[config.mk]
export PLATFORM = sky130hd
export DESIGN_NAME = hazard_controller_flat
export DESIGN_NICKNAME = d
export VERILOG_FILES = /design/src/rtl/hazard_controller_if.sv /design/src/rtl/hazard_controller.sv /design/src/flat_wrapper.sv
export SDC_FILE = /design/constraint.sdc
export NUM_CORES = 1
export LEC_CHECK = 0
export ABC_AREA = 1
export CAP_MARGIN = 20
export CORE_MARGIN = 2
export CORE_UTILIZATION = 35
export DETAILED_ROUTE_END_ITERATION = 6
export PLACE_DENSITY_LB_ADDON = 0.1
export SETUP_SLACK_MARGIN = 0.2
export SLEW_MARGIN = 5
export SYNTH_ARGS = -nofsm -noshare
export SYNTH_HDL_FRONTEND = slang
export SYNTH_SLANG_ARGS = --single-unit
[constraint.sdc]
create_clock -name CLK -period 2.1 [get_ports CLK]
set_clock_uncertainty 0.05 [all_clocks]
set_input_delay 0.63 -clock CLK [delete_from_list [all_inputs] [get_ports CLK]]
set_output_delay 0.63 -clock CLK [all_outputs]
set_load 0.01 [all_outputs]
[src/rtl/hazard_controller_if.sv]
// Hazard controller bus: ID/EX hazard sources in, pipeline-register controls and statistics out.
// master = pipeline side, slave = hazard_controller.
interface hazard_controller_if;
    logic [4:0]  ID_RS1;
    logic [4:0]  ID_RS2;
    logic        ID_USES_RS1;
    logic        ID_USES_RS2;
    logic [4:0]  EX_RD;
    logic        EX_MEM_READ;
    logic        EX_BRANCH_TAKEN;
    logic        EX_DIV_START;
    logic        PC_WRITE_EN;
    logic        IF_ID_WRITE_EN;
    logic        IF_ID_FLUSH;
    logic        ID_EX_WRITE_EN;
    logic        ID_EX_BUBBLE;
    logic        EX_MEM_BUBBLE;
    logic        DIV_BUSY;
    logic        DIV_DONE;
    logic [15:0] STALL_COUNT;
    logic [15:0] FLUSH_COUNT;

    modport master (
        output ID_RS1, ID_RS2, ID_USES_RS1, ID_USES_RS2,
        output EX_RD, EX_MEM_READ, EX_BRANCH_TAKEN, EX_DIV_START,
        input  PC_WRITE_EN, IF_ID_WRITE_EN, IF_ID_FLUSH,
        input  ID_EX_WRITE_EN, ID_EX_BUBBLE, EX_MEM_BUBBLE,
        input  DIV_BUSY, DIV_DONE, STALL_COUNT, FLUSH_COUNT
    );

    modport slave (
        input  ID_RS1, ID_RS2, ID_USES_RS1, ID_USES_RS2,
        input  EX_RD, EX_MEM_READ, EX_BRANCH_TAKEN, EX_DIV_START,
        output PC_WRITE_EN, IF_ID_WRITE_EN, IF_ID_FLUSH,
        output ID_EX_WRITE_EN, ID_EX_BUBBLE, EX_MEM_BUBBLE,
        output DIV_BUSY, DIV_DONE, STALL_COUNT, FLUSH_COUNT
    );
endinterface

[src/rtl/hazard_controller.sv]
// RV32IM five-stage hazard controller: load-use stall, EX branch flush, multi-cycle divide hold.
// Optional stall/flush statistics counters are built only when HAZARD_STATS_EN is defined.
module hazard_controller #(
    parameter int DIV_CYCLES = 32
) (
    input  logic                CLK,
    input  logic                RST,
    hazard_controller_if.slave  hz
);

    typedef enum logic [0:0] {
        ST_RUN = 1'b0,
        ST_DIV = 1'b1
    } state_e;

    // CNT counts the remaining hold cycles after the divide-start cycle.
    localparam logic [5:0] CNT_LOAD = 6'(DIV_CYCLES - 2);

    state_e      state_q;
    state_e      state_d;
    logic [5:0]  cnt_q;
    logic [5:0]  cnt_d;

    logic        load_use_s;
    logic        pc_we_s;
    logic        if_id_we_s;
    logic        if_id_flush_s;
    logic        id_ex_we_s;
    logic        id_ex_bubble_s;
    logic        ex_mem_bubble_s;
    logic        div_busy_s;
    logic        div_done_s;

    function automatic logic load_use_hazard(
        input logic       mem_read,
        input logic [4:0] rd,
        input logic [4:0] rs1,
        input logic [4:0] rs2,
        input logic       uses_rs1,
        input logic       uses_rs2
    );
        return mem_read && (rd != 5'd0) &&
               ((uses_rs1 && (rs1 == rd)) || (uses_rs2 && (rs2 == rd)));
    endfunction

    assign load_use_s = load_use_hazard(hz.EX_MEM_READ, hz.EX_RD, hz.ID_RS1, hz.ID_RS2,
                                        hz.ID_USES_RS1, hz.ID_USES_RS2);

    // Next-state and pipeline control decode
    always_comb begin
        state_d         = state_q;
        cnt_d           = cnt_q;
        pc_we_s         = 1'b1;
        if_id_we_s      = 1'b1;
        if_id_flush_s   = 1'b0;
        id_ex_we_s      = 1'b1;
        id_ex_bubble_s  = 1'b0;
        ex_mem_bubble_s = 1'b0;
        div_busy_s      = 1'b0;
        div_done_s      = 1'b0;
        if (RST) begin
            pc_we_s         = 1'b0;
            if_id_we_s      = 1'b0;
            id_ex_we_s      = 1'b0;
            if_id_flush_s   = 1'b1;
            id_ex_bubble_s  = 1'b1;
            ex_mem_bubble_s = 1'b1;
            state_d         = ST_RUN;
            cnt_d           = 6'd0;
        end else begin
            case (state_q)
                ST_RUN: begin
                    if (hz.EX_BRANCH_TAKEN) begin
                        // ID holds a wrong-path instruction, so any load-use match is moot.
                        if_id_flush_s  = 1'b1;
                        id_ex_bubble_s = 1'b1;
                    end else if (hz.EX_DIV_START) begin
                        pc_we_s         = 1'b0;
                        if_id_we_s      = 1'b0;
                        id_ex_we_s      = 1'b0;
                        ex_mem_bubble_s = 1'b1;
                        state_d         = ST_DIV;
                        cnt_d           = CNT_LOAD;
                    end else if (load_use_s) begin
                        pc_we_s        = 1'b0;
                        if_id_we_s     = 1'b0;
                        id_ex_bubble_s = 1'b1;
                    end else begin
                        state_d = ST_RUN;
                    end
                end
                ST_DIV: begin
                    div_busy_s = 1'b1;
                    if (cnt_q != 6'd0) begin
                        pc_we_s         = 1'b0;
                        if_id_we_s      = 1'b0;
                        id_ex_we_s      = 1'b0;
                        ex_mem_bubble_s = 1'b1;
                        cnt_d           = cnt_q - 6'd1;
                    end else begin
                        div_done_s = 1'b1;
                        state_d    = ST_RUN;
                    end
                end
                default: begin
                    state_d = ST_RUN;
                    cnt_d   = 6'd0;
                end
            endcase
        end
    end

    // FSM state and divide down-counter
    always_ff @(posedge CLK) begin
        if (RST) begin
            state_q <= ST_RUN;
            cnt_q   <= 6'd0;
        end else begin
            state_q <= state_d;
            cnt_q   <= cnt_d;
        end
    end

    assign hz.PC_WRITE_EN    = pc_we_s;
    assign hz.IF_ID_WRITE_EN = if_id_we_s;
    assign hz.IF_ID_FLUSH    = if_id_flush_s;
    assign hz.ID_EX_WRITE_EN = id_ex_we_s;
    assign hz.ID_EX_BUBBLE   = id_ex_bubble_s;
    assign hz.EX_MEM_BUBBLE  = ex_mem_bubble_s;
    assign hz.DIV_BUSY       = div_busy_s;
    assign hz.DIV_DONE       = div_done_s;

`ifdef HAZARD_STATS_EN
    logic [15:0] stall_cnt_q;
    logic [15:0] stall_cnt_d;
    logic [15:0] flush_cnt_q;
    logic [15:0] flush_cnt_d;

    function automatic logic [15:0] sat_inc(input logic [15:0] value, input logic en);
        if (en && (value != 16'hFFFF)) begin
            return value + 16'd1;
        end else begin
            return value;
        end
    endfunction

    // Saturating statistics next-state
    always_comb begin
        stall_cnt_d = sat_inc(stall_cnt_q, !pc_we_s);
        flush_cnt_d = sat_inc(flush_cnt_q, if_id_flush_s);
    end

    // Statistics registers, cleared by reset
    always_ff @(posedge CLK) begin
        if (RST) begin
            stall_cnt_q <= 16'd0;
            flush_cnt_q <= 16'd0;
        end else begin
            stall_cnt_q <= stall_cnt_d;
            flush_cnt_q <= flush_cnt_d;
        end
    end

    assign hz.STALL_COUNT = stall_cnt_q;
    assign hz.FLUSH_COUNT = flush_cnt_q;
`else
    assign hz.STALL_COUNT = 16'd0;
    assign hz.FLUSH_COUNT = 16'd0;
`endif

endmodule

[src/flat_wrapper.sv]
// flat-port wrapper written by rule: the top's interface ports become plain ports
module hazard_controller_flat 
#(
    parameter int DIV_CYCLES = 32
)
  (CLK, RST, hz_ID_RS1, hz_ID_RS2, hz_ID_USES_RS1, hz_ID_USES_RS2, hz_EX_RD, hz_EX_MEM_READ, hz_EX_BRANCH_TAKEN, hz_EX_DIV_START, hz_PC_WRITE_EN, hz_IF_ID_WRITE_EN, hz_IF_ID_FLUSH, hz_ID_EX_WRITE_EN, hz_ID_EX_BUBBLE, hz_EX_MEM_BUBBLE, hz_DIV_BUSY, hz_DIV_DONE, hz_STALL_COUNT, hz_FLUSH_COUNT);
  hazard_controller_if hz_i ();
  input  logic CLK;
  input  logic RST;
  input wire logic [$bits(hz_i.ID_RS1)-1:0] hz_ID_RS1;
  input wire logic [$bits(hz_i.ID_RS2)-1:0] hz_ID_RS2;
  input wire logic [$bits(hz_i.ID_USES_RS1)-1:0] hz_ID_USES_RS1;
  input wire logic [$bits(hz_i.ID_USES_RS2)-1:0] hz_ID_USES_RS2;
  input wire logic [$bits(hz_i.EX_RD)-1:0] hz_EX_RD;
  input wire logic [$bits(hz_i.EX_MEM_READ)-1:0] hz_EX_MEM_READ;
  input wire logic [$bits(hz_i.EX_BRANCH_TAKEN)-1:0] hz_EX_BRANCH_TAKEN;
  input wire logic [$bits(hz_i.EX_DIV_START)-1:0] hz_EX_DIV_START;
  output wire logic [$bits(hz_i.PC_WRITE_EN)-1:0] hz_PC_WRITE_EN;
  output wire logic [$bits(hz_i.IF_ID_WRITE_EN)-1:0] hz_IF_ID_WRITE_EN;
  output wire logic [$bits(hz_i.IF_ID_FLUSH)-1:0] hz_IF_ID_FLUSH;
  output wire logic [$bits(hz_i.ID_EX_WRITE_EN)-1:0] hz_ID_EX_WRITE_EN;
  output wire logic [$bits(hz_i.ID_EX_BUBBLE)-1:0] hz_ID_EX_BUBBLE;
  output wire logic [$bits(hz_i.EX_MEM_BUBBLE)-1:0] hz_EX_MEM_BUBBLE;
  output wire logic [$bits(hz_i.DIV_BUSY)-1:0] hz_DIV_BUSY;
  output wire logic [$bits(hz_i.DIV_DONE)-1:0] hz_DIV_DONE;
  output wire logic [$bits(hz_i.STALL_COUNT)-1:0] hz_STALL_COUNT;
  output wire logic [$bits(hz_i.FLUSH_COUNT)-1:0] hz_FLUSH_COUNT;
  assign hz_i.ID_RS1 = hz_ID_RS1;
  assign hz_i.ID_RS2 = hz_ID_RS2;
  assign hz_i.ID_USES_RS1 = hz_ID_USES_RS1;
  assign hz_i.ID_USES_RS2 = hz_ID_USES_RS2;
  assign hz_i.EX_RD = hz_EX_RD;
  assign hz_i.EX_MEM_READ = hz_EX_MEM_READ;
  assign hz_i.EX_BRANCH_TAKEN = hz_EX_BRANCH_TAKEN;
  assign hz_i.EX_DIV_START = hz_EX_DIV_START;
  assign hz_PC_WRITE_EN = hz_i.PC_WRITE_EN;
  assign hz_IF_ID_WRITE_EN = hz_i.IF_ID_WRITE_EN;
  assign hz_IF_ID_FLUSH = hz_i.IF_ID_FLUSH;
  assign hz_ID_EX_WRITE_EN = hz_i.ID_EX_WRITE_EN;
  assign hz_ID_EX_BUBBLE = hz_i.ID_EX_BUBBLE;
  assign hz_EX_MEM_BUBBLE = hz_i.EX_MEM_BUBBLE;
  assign hz_DIV_BUSY = hz_i.DIV_BUSY;
  assign hz_DIV_DONE = hz_i.DIV_DONE;
  assign hz_STALL_COUNT = hz_i.STALL_COUNT;
  assign hz_FLUSH_COUNT = hz_i.FLUSH_COUNT;
  hazard_controller #(.DIV_CYCLES(DIV_CYCLES)) u_core (.CLK(CLK), .RST(RST), .hz(hz_i));
endmodule
Word level (Yosys, flattened, before mapping)

Cells that the tools add are included.

Logic and storage cells: 48
Latch bits: 0
RAM bits: 0
Output and inout port bits: 40
Memories kept: 0
Register bits after elaboration: 7
Memory bits (read-only): 0

Reduce and logical (&&, ||, !) cells: 8
Bitwise gates (word level): 1
Multiply operators: 0
Equal/unequal tests: 5
Shift operators: 0
Muxes and demuxes: 31
Add/subtract/negate cells: 1
Divide/modulo/power cells: 0
Magnitude comparators: 0

Operators with widths:

| operator                                                           | count |
|---|---|
| 1-bit 2-to-1 mux                                                   | 24 |
| 6-bit 2-to-1 mux                                                   | 3 |
| 6-bit one-hot mux with 2 select lines                              | 1 |
| 5-bit == test                                                      | 2 |
| 2-bit inequality test, second input constant                       | 3 |
| 1-bit one-hot mux with 2 select lines                              | 3 |
| 6-bit nonzero test                                                 | 1 |
| 6-bit by 1-bit subtractor with 6-bit output, second input constant | 1 |
| 5-bit nonzero test                                                 | 1 |
| 1-bit logical AND                                                  | 4 |
| 3-bit AND reduction                                                | 1 |
| 1-bit logical OR                                                   | 1 |
| 1-bit NOT                                                          | 1 |

Depth between registers and ports, before layout

Word-level depth: 9
Gate-level depth with buffers: 10
Mapped depth without buffers: 9

Worst setup path before layout

Ideal clock, no wire load.

Path type: register -> output
Start point: register u_core.cnt_q[0]
End point: output port hz_PC_WRITE_EN
Stages on the path, launching flop included: 10
Arrival time: 1,349 ps
Buffers on the path: 1
Setup slack: 71 ps
Path through: dfxtp_1 inv_1 ha_1 nand4_2 nand2_2 nand2_4 nor2_4 nand2_1 inv_1 buf_4

Cells in the longest elaborated chain, start to end: 4

Ends and longest elaborated chain:

| item                                  | line                     | text |
|---|---|---|
| start: declaration                    | hazard_controller.sv:21  | `logic [5:0] cnt_q;` |
| start signal: assignment              | hazard_controller.sv:120 | `cnt_q <= cnt_d;` |
| 6-bit nonzero test                    | hazard_controller.sv:94  | `if (cnt_q != 6'd0) begin` |
| 1-bit 2-to-1 mux                      | n/a                      |  |
| 1-bit one-hot mux with 2 select lines | n/a                      |  |
| 1-bit 2-to-1 mux                      | n/a                      |  |
| end: declaration                      | flat_wrapper.sv:18       | `output wire logic [$bits(hz_i.PC_WRITE_EN)-1:0] hz_PC_WRITE_EN;` |

No other way between the ends.

Worst setup path in the final report

Start point: input port hz_ID_RS1[4]
End point: output port hz_PC_WRITE_EN

Cells in the longest elaborated chain, start to end: 9

Ends and longest elaborated chain:

| item                                  | line                    | text |
|---|---|---|
| start: declaration                    | flat_wrapper.sv:10      | `input wire logic [$bits(hz_i.ID_RS1)-1:0] hz_ID_RS1;` |
| 5-bit == test                         | hazard_controller.sv:43 | `((uses_rs1 && (rs1 == rd)) \|\| (uses_rs2 && (rs2 == rd)));` |
| 1-bit logical AND                     | hazard_controller.sv:43 |  |
| 1-bit logical OR                      | hazard_controller.sv:43 |  |
| 1-bit logical AND                     | hazard_controller.sv:42 | `return mem_read && (rd != 5'd0) &&` |
| 1-bit 2-to-1 mux                      | hazard_controller.sv:84 | `end else if (load_use_s) begin` |
| 1-bit 2-to-1 mux                      | hazard_controller.sv:77 | `end else if (hz.EX_DIV_START) begin` |
| 1-bit 2-to-1 mux                      | hazard_controller.sv:73 | `if (hz.EX_BRANCH_TAKEN) begin` |
| 1-bit one-hot mux with 2 select lines | hazard_controller.sv:71 | `case (state_q)` |
| 1-bit 2-to-1 mux                      | hazard_controller.sv:61 | `if (RST) begin` |

No other way between the ends.

==> run_results.csv <==
group,metric,value,unit
floorplanning,ios,62,
critical_path,setup.worst_path.end,"hz_PC_WRITE_EN",
yosys,synth_edf_count,0,
critical_path,crit_path_cell_trace,"clkdlybuf4s15_1 > inv_1 > nand2_1 > nand2_1 > nor2_1 > nand3_1 > nand2_1 > nand3_1 > nand2_1 > inv_2 > buf_6",
detailed_routing,post_drt_wl_per_cell,9.041,µm
detailed_routing,drt_iter0_markers,19,
critical_path,crit_family,"simple AND/OR/NAND/NOR gates",
timing,fin_crit_sh,103.8,%
status,status,"finished with violations",
yosys,synth_flop_cell,"dfxtp_1",
final_layout,drive_gt1_share,37.85,%
critical_path,crit_required,1.42,ns
critical_path,arrival,1.50,ns
timing,final.setup.tns,-0.1764,ns
critical_path,critical-path-max-stage-delay,0.18,ns
yosys,async_flop_share,0,%
timing,fmax,458.8,MHz
critical_path,start_kind,"input port",
critical_path,cp_max_fo,2,
yosys,synth.yosys.seq_area_share,14.64,%
critical_path,crit_buf_inv,4,
critical_path,reg2reg_slack,0.48,ns
timing,slew_viol_final,0,
critical_path,crit_cells,11,
floorplanning,die-height,56.30,µm
global_route,grt_max_degree,8,
min_path,hp-class,"reg -> reg",
timing,rsz0062_at_grt,"yes",
cts,cts-buffers-inserted,3,
floorplanning,coreArea,2545,µm²
detailed_routing,first_pass_iters,4,
power,fin_total_pwr,0.6984,mW
timing,finalCriticalPeriod,2.180,ns
critical_path,critical_path.reg2reg.startpoint,"u_core.cnt_q[1]",
yosys,synth.avg_cell_area,5.982,µm²
power,ir_drop,0.4325,mV
final_layout,stdcell_area,1318,µm²
critical_path,crit_top_cell,"nand2_1",
placement,portBuffers,29,
cts,clockBufferDepth,2,
power,powerDensity,530.1,nW/µm²
cts,ctsHtreeMaxLevel,1,
placement,place_hpwl,1819,µm
cts,root_buffer,"clkbuf_4",
placement,placed_cells_incl_taps,235,
timing,finalWorstSetupSlack,-0.07961,ns
floorplanning,dieArea,3169,µm²
global_route,grt_use_total,14.54,%
global_route,grt_pass1_wl,3746,µm
yosys,synth_area,957.2,µm²
timing,hold_viol_final,0,
final_layout,n_antenna_cell,0,
critical_path,slowest_stage,"clkdlybuf4s15_1",
critical_path,worst_r2r_endpoint,"u_core.cnt_q[1]",
placement,placed_area,1287,µm²
global_route,antenna_found_initial,0,
detailed_routing,num_vias,995,
detailed_routing,routed_wl,2206,µm
final_layout,area_growth,37.65,%
critical_path,startpoint,"hz_ID_RS1[4]",
power,power_leakage,0.7726,nW
cts,cts.sinks,7,
yosys,synth_top_area_cell,"buf_4",
final_layout,utilization,51.77,%
cts,postCtsHoldBufs,0,
detailed_routing,post_drt_via_cell_ratio,4.078,
yosys,synth_top_area_share,26.67,%
floorplanning,initial_core_util,37.61,%
critical_path,worstSetupEndpointType,"primary output",
yosys,yosysUniqueCellTypes,25,
global_route,grt_overflow,0,
cts,cts_tree,"built",
yosys,yosys_warnings,0,
floorplanning,die_w,56.30,µm
cts,insertion_delay,0.27,ns
final_layout,layout.nets,238,
placement,dpl_worst_slack,-0.8688,ns
placement,gp_congestion,0.7716,
detailed_routing,ant_nets,0,
final_layout,finalNonFillerCells,244,
global_route,first_global_vias,910,
floorplanning,rows,18,
yosys,syn_inst,160,
critical_path,crit_type,"in -> out",
detailed_routing,drc_errors,0,
yosys,synth_top_cells_by_area,"buf_4 27%, nand2_1 16%, dfxtp_1 15%",
critical_path,reg2reg_depth,10,
timing,setup_viol,3,
cts,clk_pin_slew,0.05,ns
yosys,ys_ff_latch,7,
status,violations,"setup timing",
run,drv_cap,0,
timing,whs,0.5540,ns
[power breakdown]
| group | switching, mW | leakage, nW | total, mW | internal, mW |
|---|---|---|---|---|
| sequential | 0.0155 | 0.0586 | 0.166 | 0.150 |
| clock | 0.0590 | 0.0177 | 0.129 | 0.0701 |
| combinational | 0.199 | 0.696 | 0.403 | 0.205 |
| total | 0.273 | 0.773 | 0.698 | 0.425 |
[cells by family (layout without fill, tap and decap cells)]
group | count (synthesis) | after routing | synth area share, %
xor gates and xnor gates | 2 | 2 | 1.830
other | 1 | 32 | 0.3918
buffers and inverters | 62 | 85 | 38.43
and+or+nand+nor | 77 | 77 | 36.99
AOI/OAI and AO/OA | 10 | 10 | 6.405
adders and majority gates | 1 | 1 | 1.307
DFF | 7 | 7 | 14.64
[registers in the layout, indices dropped and copies added (netlist names)]
register	cells
u_core.cnt_q	6
u_core.state_q	1
[worst register-to-register path, delay by kind of cell, from the launching register on]
kind | cells | cell delay, ns
buffers and inverters | 4 | 0.44
flip-flops | 1 | 0.32
AO/OA/AOI/OAI | 2 | 0.30
AND/OR/NAND/NOR | 3 | 0.26
adder cells (fa/ha/maj) | 1 | 0.14
[layer usage]
metal / share of wire [%] / GRT usage [%]
met3: 7.1 / 2.995
met5: 0 / 0
met2: 46 / 25.55
met1: 46 / 18.22
met4: 0.73 / 3.061
[cells in the final DEF (no fill, tap or decap), drive strengths merged]
cell,instances
buf,47
xor2,1
o21ai,6
conb,32
nand4,3
clkbuf,5
inv,27
xnor2,1
or2,1
nor3,1
ha,1
nand2,44
clkdlybuf4s15,2
dlygate4sd2,3
nor2,20
dfxtp,7
a21oi,4
clkinv,1
nand3,8
[cell usage after synthesis (2+ instances only)]
cell type / instances
o21ai_2: 2
nand3_1: 8
a21oi_1: 3
o21ai_1: 2
nor2_4: 3
buf_4: 34
inv_1: 24
o21ai_0: 2
nand2_1: 41
nor2_1: 16
nand4_1: 2
dfxtp_1: 7
inv_2: 3
nand2_2: 2
[final cells by class]
| cell class | instances | area, µm² |
|---|---|---|
| Clock buffer | 3 | 22.52 |
| Clock inverter | 1 | 5.005 |
| Fill cell | 282 | 1227 |
| Inverter | 27 | 101.3 |
| Multi-Input combinational cell | 122 | 601.8 |
| Sequential cell | 7 | 145.1 |
| Tap cell | 30 | 37.54 |
| Timing Repair Buffer | 54 | 404.1 |
[worst min path at each step]
stage | start | to | slack (ns) | cells after the start
floorplan | u_core.cnt_q[4] | u_core.cnt_q[4] | 0.41 | 2
global placement | u_core.cnt_q[0] | u_core.cnt_q[0] | 0.51 | 3
detailed placement | u_core.cnt_q[1] | u_core.cnt_q[1] | 0.51 | 3
CTS | u_core.cnt_q[4] | u_core.cnt_q[4] | 0.55 | 3
global route | u_core.cnt_q[0] | u_core.cnt_q[0] | 0.58 | 3
finish | u_core.cnt_q[4] | u_core.cnt_q[4] | 0.55 | 3
[what timing repair did]
action                                 4_1_cts  5_1_grt
endpoints found under the hold margin        0        0
resized for setup                          120        6
pin swaps                                   36       14
setup endpoints to repair                    8        8
setup buffers                                4        1
Power figures use the tool's default switching activity.
